## src/rtl/vec_mem_arbiter.sv

```systemverilog
// vec_mem_arbiter: shares one native-protocol memory between the CPU port and
// the vector coprocessor port. Round-robin grant, byte-address range check and
// a response watchdog. Responses are returned combinationally in the cycle the
// slave answers; an idle cycle always separates two grants.
module vec_mem_arbiter #(
  parameter logic [31:0] ADDR_LIMIT = 32'd1024,
  parameter logic [15:0] TIMEOUT    = 16'd64,
  parameter logic [31:0] ERR_RDATA  = 32'hDEADBEEF
) (
  input  logic        clk,
  input  logic        reset,

  input  logic        cpu_mem_valid,
  input  logic [31:0] cpu_mem_addr,
  input  logic [31:0] cpu_mem_wdata,
  input  logic [3:0]  cpu_mem_wstrb,
  output logic        cpu_mem_ready,
  output logic [31:0] cpu_mem_rdata,

  input  logic        vec_mem_valid,
  input  logic [31:0] vec_mem_addr,
  input  logic [31:0] vec_mem_wdata,
  input  logic [3:0]  vec_mem_wstrb,
  output logic        vec_mem_ready,
  output logic [31:0] vec_mem_rdata,

  output logic        mem_valid,
  output logic [31:0] mem_addr,
  output logic [31:0] mem_wdata,
  output logic [3:0]  mem_wstrb,
  input  logic        mem_ready,
  input  logic [31:0] mem_rdata,

  output logic        bus_err
);

  typedef enum logic [1:0] {
    S_IDLE,
    S_ISSUE,
    S_ERR
  } state_t;

  typedef enum logic {
    M_CPU,
    M_VEC
  } master_t;

  state_t      state;
  state_t      state_nxt;
  master_t     owner;
  master_t     last;
  master_t     win;

  logic        grant;
  logic        in_range;
  logic [31:0] win_addr;
  logic [31:0] win_wdata;
  logic [3:0]  win_wstrb;

  logic [15:0] wd_cnt;
  logic        timeout_hit;

  logic        resp;
  logic        resp_err;
  logic [31:0] resp_rdata;

  // Arbitration: a lone requester wins; a tie goes to the master not served last.
  always_comb begin
    grant = cpu_mem_valid | vec_mem_valid;
    win   = M_CPU;
    if (cpu_mem_valid && vec_mem_valid) begin
      win = (last == M_CPU) ? M_VEC : M_CPU;
    end else if (vec_mem_valid) begin
      win = M_VEC;
    end
    if (win == M_VEC) begin
      win_addr  = vec_mem_addr;
      win_wdata = vec_mem_wdata;
      win_wstrb = vec_mem_wstrb;
    end else begin
      win_addr  = cpu_mem_addr;
      win_wdata = cpu_mem_wdata;
      win_wstrb = cpu_mem_wstrb;
    end
    in_range = (win_addr < ADDR_LIMIT);
  end

  // State register.
  always_ff @(posedge clk) begin
    if (reset) begin
      state <= S_IDLE;
    end else begin
      state <= state_nxt;
    end
  end

  // Next state and response generation. The watchdog fires once the counter,
  // which is zero in the first ISSUE cycle, has counted TIMEOUT cycles; a
  // simultaneous mem_ready takes priority over the timeout.
  always_comb begin
    state_nxt   = state;
    resp        = 1'b0;
    resp_err    = 1'b0;
    resp_rdata  = '0;
    timeout_hit = (TIMEOUT != '0) && (wd_cnt == TIMEOUT);
    unique case (state)
      S_IDLE: begin
        if (grant) begin
          state_nxt = in_range ? S_ISSUE : S_ERR;
        end
      end
      S_ISSUE: begin
        if (mem_ready) begin
          resp       = 1'b1;
          resp_rdata = mem_rdata;
          state_nxt  = S_IDLE;
        end else if (timeout_hit) begin
          resp       = 1'b1;
          resp_err   = 1'b1;
          resp_rdata = ERR_RDATA;
          state_nxt  = S_IDLE;
        end
      end
      S_ERR: begin
        resp       = 1'b1;
        resp_err   = 1'b1;
        resp_rdata = ERR_RDATA;
        state_nxt  = S_IDLE;
      end
      default: begin
        state_nxt = S_IDLE;
      end
    endcase
  end

  // Request registers, grant bookkeeping and the watchdog counter.
  always_ff @(posedge clk) begin
    if (reset) begin
      owner     <= M_CPU;
      last      <= M_VEC;
      mem_valid <= 1'b0;
      mem_addr  <= '0;
      mem_wdata <= '0;
      mem_wstrb <= '0;
      wd_cnt    <= '0;
    end else begin
      unique case (state)
        S_IDLE: begin
          if (grant) begin
            owner     <= win;
            last      <= win;
            mem_addr  <= win_addr;
            mem_wdata <= win_wdata;
            mem_wstrb <= win_wstrb;
            mem_valid <= in_range;
            wd_cnt    <= '0;
          end
        end
        S_ISSUE: begin
          wd_cnt <= wd_cnt + 16'd1;
          if (resp) begin
            mem_valid <= 1'b0;
          end
        end
        default: begin
          mem_valid <= 1'b0;
        end
      endcase
    end
  end

  // Steer the response to the owner; the other master sees ready=0, rdata=0.
  always_comb begin
    cpu_mem_ready = 1'b0;
    cpu_mem_rdata = '0;
    vec_mem_ready = 1'b0;
    vec_mem_rdata = '0;
    bus_err       = resp_err;
    if (resp) begin
      if (owner == M_VEC) begin
        vec_mem_ready = 1'b1;
        vec_mem_rdata = resp_rdata;
      end else begin
        cpu_mem_ready = 1'b1;
        cpu_mem_rdata = resp_rdata;
      end
    end
  end

endmodule

```

## config.mk

```make
export PLATFORM = sky130hd
export DESIGN_NAME = vec_mem_arbiter
export DESIGN_NICKNAME = d
export VERILOG_FILES = /design/src/rtl/vec_mem_arbiter.sv
export SDC_FILE = /design/constraint.sdc
export NUM_CORES = 1
export LEC_CHECK = 0
export BUFFER_PORTS_ARGS = -buffer_cell sky130_fd_sc_hd__buf_4
export CAP_MARGIN = 40
export CORE_AREA = 2 2 121 123
export DETAILED_ROUTE_END_ITERATION = 12
export DIE_AREA = 0 0 123 125
export PLACE_DENSITY = 0.74
export SLEW_MARGIN = 40
export SYNTH_ARGS = -nofsm -noshare
export SYNTH_HDL_FRONTEND = slang
export SYNTH_SLANG_ARGS = --single-unit
```

## constraint.sdc

```tcl
create_clock -name clk -period 2.2 [get_ports clk]
set_input_delay 0.11 -clock clk [delete_from_list [all_inputs] [get_ports clk]]
set_output_delay 0.11 -clock clk [all_outputs]
set_load 0.02 [all_outputs]
```

==> run_results.csv, run 1 <==
group,metric,value,unit
placement,numPortBuffers,308,
timing,rsz0062_at_grt,"yes",
timing,fin_crit_sh,1.01,
run,maxCapViolCount,0,
synth,syn_inst,554,
routing,wl,15900,µm
synth,synth_top_area_share,0.381,
floorplanning,ios,309,
routing,drc,0,
grt,grt_pass1_wl,23500,µm
cts,htreeDepth,3,
setup_path,critPathRequiredTime,2090,ps
timing,setup_violations,36,
timing,fmax,450,MHz
synth,yosysTopAreaCell,"dfxtp_1",
floorplanning,initial_utilization,0.330,
timing,whs,107,ps
final_layout,nets,1020,
grt,grt_pass1_vias,4701,
placement,place_congestion,0.874,
floorplanning,core,0.0142,mm²
synth,yosysMostFrequentCell,"nor2_1",
setup_path,end_kind,"primary output",
placement,pre_cts_ws,192,ps
setup_path,cp-start-kind,"register",
run_status,violations,"setup timing",
floorplanning,die_y,125,µm
hold_path,hold_path_class,"input pin to register",
power_and_ir_drop,powerDensity,613,mW/mm²
timing,period_minus_slack,2220,ps
floorplanning,rows,44,
synth,syn_area_per_cell,8.45,µm²
timing,setup_slack,-21.8,ps
setup_path,cp.arrival,2110,ps
setup_path,worstPathMaxFanout,25,
synth,synthesis.area,0.00468,mm²
synth,synth_area_leaders,"dfxtp_1 (38%), mux2i_1 (15%), a211oi_1 (11%)",
timing,clock_skew,6.83,ps
power_and_ir_drop,ir_worst_vdd,0.000442,V
routing,drt-initial-drc-count,277,
cts,cts_tree,"built",
timing,drv_slew,0,
routing,post_drt_wl_per_cell,15.4,µm
cts,cts_root_buffer,"clkbuf_16",
routing,vias,5139,
synth,yosys_register_bits,89,
grt,grt_max_degree,71,
cts,clk_path_buf_depth,2,
grt,grt_util_all_layers,0.193,
final_layout,drive_above_1_share,0.445,
routing,viasPerCell,4.98,
timing,hold_viol_final,0,
final_layout,syn_to_final_growth,64.8,%
final_layout,n_fill_cell,1347,
cts,cts_hold_buffers,0,
synth,synthTopCellsByCount,"nor2_1 (118), dfxtp_1 (89), a211oi_1 (68), mux2i_1 (68), nor3_1 (55)",
grt,antenna_found_initial,0,
synth,synth_nets,732,
synth,yosysSeqAreaShare,0.381,
power_and_ir_drop,fin_total_pwr,0.00473,W
grt,grt.overflow.total,0,
placement,dp_hpwl,12100,µm
final_layout,post-route-util,0.543,
cts,clock_sinks,89,
floorplanning,die-area,0.0154,mm²
synth,ys_warn_count,0,
final_layout,num_antenna_cells,0,
timing,setup_tns,-534,ps
cts,cts.clk_slew.worst_paths,60,ps
cts,clkLatencyLatePin,350,ps
run_status,status,"finished, violations left",
synth,synthFlopType,"dfxtp_1",
power_and_ir_drop,p_leak,3.46,nW
setup_path,crit_type,"register to primary output",
routing,ant_nets,0,
synth,synthArstFlopShare,0,
floorplanning,die_x,123,µm
timing,worst_pin_slew,534,ps
timing,slew_headroom,0.644,
routing,dr.pass1.iters,4,
synth,synth_edf_count,0,
cts,numCtsBuffers,9,
synth,synth.distinct_cells,43,
-- timing repair --
action,in CTS,in global routing
buffers inserted,1,1
setup endpoints to repair,50,50
pin swaps,1,3
endpoints found under the hold margin,0,0
cloned,0,3
resized for setup,9,26
-- state kept, by name (all words and copies together) (netlist names) --
signal and cells:
mem_addr 32, mem_valid 1, mem_wdata 32, last 1, mem_wstrb 4, state 2, wd_cnt 16, owner 1
-- final timing paths --
path / from / end / slack [ps] / cells past startpoint
setup / recovery: wd_cnt[1] / vec_mem_rdata[15] / -20 / 9
hold / removal: cpu_mem_wdata[19] / mem_wdata[19] / 110 / 3
setup reg to reg: state[1] / wd_cnt[5] / 270 / 7
hold reg to reg: state[0] / state[0] / 500 / 1
-- stage by stage --
stage | area, µm² | std cells
CTS | 7540 | 1027
floorplan | 4680 | 554
global placement | 7200 | 1010
finish | 7710 | 1031
detailed placement | 7200 | 1010
global route | 7710 | 1031
-- area by class of cell --
| cell class | instances | area [µm²] | area share |
|---|---|---|---|
| Multi-Input combinational cell | 412 | 2840 | 0.368 |
| Timing Repair Buffer | 324 | 2530 | 0.329 |
| Sequential cell | 89 | 1790 | 0.232 |
| Clock buffer | 12 | 246 | 0.0319 |
| Tap cell | 184 | 230 | 0.0298 |
| Clock inverter | 4 | 51.3 | 0.00665 |
| Inverter | 6 | 22.5 | 0.00292 |
-- cell families (layout without fill, tap and decap cells) --
logic type | count (synthesis) | count (layout) | share of synthesized area
and+or+nand+nor | 239 | 239 | 0.249
AOI/OAI and AO/OA | 86 | 86 | 0.139
buffers and inverters | 53 | 346 | 0.0468
DFF | 89 | 89 | 0.381
muxes | 68 | 68 | 0.145
adders and majority gates | 5 | 5 | 0.0134
xor gates and xnor gates | 14 | 14 | 0.0262
-- cell usage in the layout (no fill, tap or decap), drive strengths merged, types with 4 or more instances in the layout --
cell,instances
buf,323
nor2,118
dfxtp,89
mux2i,68
a211oi,68
nor3,55
and2,16
nor4,15
clkbuf,13
xor2,10
nand2,9
inv,7
nand4,5
nand3,5
ha,5
o21ai,4
xnor2,4
-- report_power, final --
part	switching, W	total (W)	internal, W	leakage [nW]
Clock	0.000631	0.00154	0.000914	0.143
Combinational	0.000728	0.00137	0.000641	2.58
Sequential	0.0000707	0.00182	0.00175	0.737
-- critical path, cell delays in order (launching register included) --
cell and delay (ps):
dfxtp_2 350, inv_2 50, ha_4 150, nor4bb_4 130, and4_1 200, o21a_1 200, nor2_4 230, buf_12 210
nor3_1 70, buf_4 170
-- routing by layer --
| layer | part of all wire | track usage |
|---|---|---|
| met1 | 0.39 | 0.220 |
| met2 | 0.49 | 0.329 |
| met3 | 0.093 | 0.0680 |
| met4 | 0.030 | 0.0749 |
| met5 | 0 | 0 |
(Power assumes the default switching activity.)
==> run 2, diff against run 1 <==
==> constraint.sdc (replaced) <==
create_clock -name clk -period 2.4 [get_ports clk]
set_input_delay 0.12 -clock clk [delete_from_list [all_inputs] [get_ports clk]]
set_output_delay 0.12 -clock clk [all_outputs]
set_load 0.02 [all_outputs]
==> run 2 against run 1 <==
Effect of this change:
- the flow now finishes without violations
- via count shrank 2.0%
- global-route usage shrank 0.52 points
- die area unchanged
- clock skew is 1.2 ps higher
- core utilization decreased by 1.8 points
- sequential share of layout area grew 0.75 points
- worst hold slack better by 23 ps
- clock power is 15% lower
- critical path depth stayed put
- sequential power shrank 8%
- worst setup slack gained 120 ps
- first-iteration DRC count fell by 14%
==> run_results.csv, run 2 (synthesized netlist as in run 1, its figures left out) <==
group,metric,value,unit
run_status,status,"finished, final reports clean",
final_layout,num_antenna_cells,0,
setup_path,crit_buf_inv,3,
grt,antenna_found_initial,0,
placement,numPortBuffers,308,
setup_path,cp_top_family,"simple AND/OR/NAND/NOR gates",
final_layout,final_common_cell,"buf_4",
routing,vias,5036,
timing,fmax,434,MHz
final_layout,seq_area,0.00178,mm²
floorplanning,die_x,123,µm
final_layout,fin_area,0.00745,mm²
final_layout,drive_above_1_share,0.413,
grt,grt.overflow.total,0,
setup_path,crit_slowest_cell,"dfxtp_1",
routing,drc,0,
timing,worst_pin_slew,602,ps
power_and_ir_drop,p_comb_frac,0.288,
cts,cts_resized,0,
placement,dpl_cell_area,0.00717,mm²
final_layout,n_fill_cell,1384,
floorplanning,core,0.0142,mm²
timing,rsz0062_at_grt,"yes",
power_and_ir_drop,seq_power_share,0.399,
timing,setup_slack,93.6,ps
final_layout,syn_to_final_growth,59.2,%
timing,setup_tns,0,ps
placement,pre_cts_ws,424,ps
cts,cts_tree,"built",
placement,place_congestion,0.837,
setup_path,critPathRequiredTime,2280,ps
floorplanning,die-area,0.0154,mm²
hold_path,hold_path_class,"input pin to register",
power_and_ir_drop,p_leak,3.38,nW
routing,dr.pass1.iters,4,
power_and_ir_drop,p_int,0.00288,W
final_layout,multi_input_area,0.00271,mm²
cts,htreeDepth,3,
power_and_ir_drop,ir_worst_vdd,0.000361,V
routing,viasPerCell,4.91,
setup_path,crit_type,"register to primary output",
timing,slew_headroom,0.599,
setup_path,end_kind,"primary output",
grt,grt_max_degree,137,
floorplanning,initial_utilization,0.330,
power_and_ir_drop,clkPwrFrac,0.313,
grt,grt_pass1_wl,23000,µm
timing,hold_viol_final,0,
placement,dp_hpwl,11900,µm
cts,numCtsBuffers,9,
setup_path,cp_cell_sequence,"inv_1 > ha_1 > nor4bb_1 > and4_1 > o21a_1 > nor2_4 > buf_12 > nor3_1 > buf_4",
final_layout,nets,1015,
setup_path,slowest_delay,340,ps
cts,clk_path_buf_depth,2,
power_and_ir_drop,powerDensity,561,mW/mm²
setup_path,cp-start-kind,"register",
timing,drv_slew,0,
routing,ant_nets,0,
routing,post_drt_wl_per_cell,15.1,µm
grt,grt_util_all_layers,0.188,
floorplanning,ios,309,
cts,clock_sinks,89,
setup_path,worstPathMaxFanout,50,
setup_path,cp.arrival,2190,ps
final_layout,final_cells,1026,
routing,wl,15500,µm
final_layout,layout_common_cells,"buf_4 (316), nor2_1 (117), dfxtp_1 (89), mux2i_1 (68), a211oi_1 (68)",
timing,fin_crit_sh,0.961,
cts,clkLatencyLatePin,330,ps
run,maxCapViolCount,0,
cts,cts.clk_slew.worst_paths,70,ps
timing,period_minus_slack,2310,ps
floorplanning,rows,44,
power_and_ir_drop,switching_share,0.312,
power_and_ir_drop,p_switching,0.00131,W
grt,grt_pass1_vias,4539,
timing,whs,130,ps
cts,cts_root_buffer,"clkbuf_16",
final_layout,reg_top3,"mem_addr x32, mem_wdata x32, wd_cnt x16",
timing,setup_violations,0,
floorplanning,die_y,125,µm
routing,drt-initial-drc-count,238,
timing,clock_skew,8.00,ps
placement,placed_cells,1009,
## run 2: worst paths after layout
path | start | to | slack [ps] | cells after the start
setup reg to reg | state[0] | mem_addr[14] | 450 | 6
setup / recovery | wd_cnt[0] | cpu_mem_rdata[30] | 90 | 9
hold / removal | cpu_mem_wdata[25] | mem_wdata[25] | 130 | 3
hold reg to reg | mem_addr[27] | mem_addr[27] | 500 | 2
## run 2: per-layer routing
layer | global-route usage | vias to the layer above | wire length (µm)
li1 | - | 2565 | -
met4 | 0.0655 | 0 | 354
met3 | 0.0547 | 28 | 1210
met2 | 0.327 | 213 | 7600
met5 | 0 | - | 0
met1 | 0.218 | 2230 | 6310
## run 2: worst register-to-register path, stage by stage, from the launching register on
cell      delay [ps]
dfxtp_1          330
inv_1             90
ha_1             330
nor2b_4          230
buf_12           360
nor2_1           260
a211oi_1         250
## run 2: stage by stage
step           power (W)  utilization
3_3_place_gp     0.00290        0.505
5_1_grt          0.00440        0.525
6_report         0.00418        0.525
2_1_floorplan    0.00232            -
4_1_cts          0.00424        0.524
3_5_place_dp     0.00291        0.505
## run 2: area by class of cell
| cell class | instances | area share |
|---|---|---|
| inverters | 6 | 0.00302 |
| multi-input cells | 412 | 0.363 |
| well taps | 184 | 0.0309 |
| repair buffers | 319 | 0.326 |
| clock inverters | 7 | 0.00722 |
| flip-flops and latches | 89 | 0.239 |
| clock buffers | 9 | 0.0302 |
## run 2: repair_timing
| item | CTS | global route |
|---|---|---|
| endpoints found under the hold margin | 0 | 0 |
| hold buffers | 0 | 0 |
| setup buffers | 0 | 1 |
| endpoints found under the setup margin | 0 | 8 |
## run 2: power by group through the flow
stage | clock (W) | combinational [W] | sequential, W
after global routing | 0.00142 | 0.00130 | 0.00168
after floorplan | 0 | 0.000478 | 0.00185
final | 0.00131 | 0.00120 | 0.00167
after CTS | 0.00136 | 0.00121 | 0.00167
after detailed placement | 0 | 0.00121 | 0.00170
after global placement | 0 | 0.00120 | 0.00170
==> run 3, diff against run 2 <==
--- a/config.mk
+++ b/config.mk
@@ -10,7 +10,7 @@
 export CORE_AREA = 2 2 121 123
 export DETAILED_ROUTE_END_ITERATION = 12
 export DIE_AREA = 0 0 123 125
-export PLACE_DENSITY = 0.74
+export PLACE_DENSITY = 0.66
 export SLEW_MARGIN = 40
 export SYNTH_ARGS = -nofsm -noshare
 export SYNTH_HDL_FRONTEND = slang
==> run 3 against run 2 <==
Effect of this change:
- flip-flop and latch count did not move
- wire length decreased by 2.4%
- worst hold slack got worse by 6.6 ps
- core utilization increased by 0.77 points
- via count shrank 1.5%
- design area grew 1.5%
- sequential power about the same
- largest cell class unchanged
- highest routed layer unchanged
==> run_results.csv, run 3 (synthesized netlist as in run 1, its figures left out) <==
group,metric,value,unit
placement,place_congestion,0.834,
placement,dp_hpwl,11500,µm
setup_path,crit_type,"register to primary output",
routing,topRoutingLayerUsed,"met4",
routing,wl,15100,µm
grt,antenna_found_initial,0,
final_layout,nets,1016,
routing,vias,4958,
grt,grt_pass1_wl,23400,µm
routing,viasPerCell,4.83,
routing,drc,0,
routing,dr_wl_met2,7510,µm
timing,setup_tns,0,ps
final_layout,post-route-util,0.532,
floorplanning,die_y,125,µm
routing,post_drt_wl_per_cell,14.7,µm
timing,slew_headroom,0.675,
hold_path,hp-start,"cpu_mem_wdata[22]",
setup_path,worstPathMaxFanout,25,
run_status,status,"finished, final reports clean",
timing,fin_crit_sh,0.947,
timing,hold_viol_final,0,
routing,met1_length,6160,µm
setup_path,r2r_start,"state[0]",
final_layout,drive_above_1_share,0.421,
setup_path,end_kind,"primary output",
floorplanning,die_x,123,µm
cts,cts_tree,"built",
timing,drv_slew,0,
placement,numPortBuffers,308,
setup_path,worstSetupStartpoint,"wd_cnt[1]",
floorplanning,core,0.0142,mm²
timing,clock_skew,6.23,ps
floorplanning,die-area,0.0154,mm²
timing,rsz0062_at_grt,"no",
cts,numCtsBuffers,9,
cts,htreeDepth,3,
grt,grt_pass1_vias,4692,
timing,period_minus_slack,2270,ps
final_layout,final_common_cell,"buf_4",
routing,wl_met3,1200,µm
cts,cts_root_buffer,"clkbuf_16",
timing,fmax,440,MHz
final_layout,n_fill_cell,1404,
run,maxCapViolCount,0,
power_and_ir_drop,fin_total_pwr,0.00432,W
cts,cts_hold_buffers,0,
routing,ant_nets,0,
setup_path,cp-start-kind,"register",
cts,clkLatencyLatePin,340,ps
grt,grt_util_all_layers,0.191,
routing,drt-initial-drc-count,174,
grt,grt.overflow.total,0,
final_layout,num_antenna_cells,0,
power_and_ir_drop,p_leak,3.41,nW
routing,dr.pass1.iters,4,
timing,setup_violations,0,
setup_path,cp.arrival,2150,ps
timing,worst_pin_slew,483,ps
power_and_ir_drop,ir_worst_vdd,0.000440,V
floorplanning,rows,44,
final_layout,reg_top3,"mem_addr x32, mem_wdata x32, wd_cnt x16",
setup_path,critPathRequiredTime,2280,ps
final_layout,layout_common_cells,"buf_4 (313), nor2_1 (116), dfxtp_1 (88), mux2i_1 (68), a211oi_1 (68)",
cts,clock_sinks,89,
power_and_ir_drop,powerDensity,571,mW/mm²
grt,grt_max_degree,81,
floorplanning,initial_utilization,0.330,
cts,clk_path_buf_depth,2,
final_layout,syn_to_final_growth,61.5,%
hold_path,hold_path_class,"input pin to register",
floorplanning,ios,309,
cts,cts.clk_slew.worst_paths,60,ps
-- run 3: metal layers --
metal,vias to the layer above,track usage
met5,-,0
met4,0,0.0528
met3,14,0.0525
met2,183,0.332
met1,2198,0.229
li1,2563,-
-- run 3: final timing paths --
kind,endpoint,depth (start not counted),slack [ps]
worst min-delay path,mem_wdata[22],3,120
worst min register to register,mem_wdata[17],2,500
worst max-delay path,vec_mem_rdata[30],9,130
worst max register to register,wd_cnt[5],7,490
-- run 3: power breakdown --
part,total [W],internal (W),leakage (nW),switching (W)
combinational,0.00122,0.000579,2.53,0.000640
sequential,0.00167,0.00160,0.736,0.0000645
clock,0.00143,0.000837,0.141,0.000595
-- run 3: metrics by stage --
stage          cell area, µm²  hold WS [ps]  setup slack (ps)  std cells
6_report                 7560           124               128       1027
2_1_floorplan            4680           354               486        554
3_3_place_gp             7200           473               427       1009
4_1_cts                  7510           114              53.1       1025
3_5_place_dp             7200           477               425       1009
5_1_grt                  7560           121              12.0       1027
-- run 3: cell type report --
type                       instances  area, µm²  area share
tap                              184        230      0.0304
clock buffer                      10        239      0.0316
clock inverter                     6       66.3     0.00877
timing repair buffer             320       2490       0.330
inverter                           6       22.5     0.00298
sequential                        89       1780       0.236
multi-input combinational        412       2730       0.361
-- run 3: critical path, stage by stage, from the launching register on --
cell,delay [ps]
dfxtp_1,350
inv_1,70
ha_1,120
nor4bb_1,190
and4_2,290
o21a_1,160
nor2_4,60
buf_12,160
nor3_1,230
buf_4,190
-- run 3: timing repair --
action | CTS | global route
setup endpoints to repair | 0 | 47
resized for setup | 0 | 6
setup buffers | 0 | 1
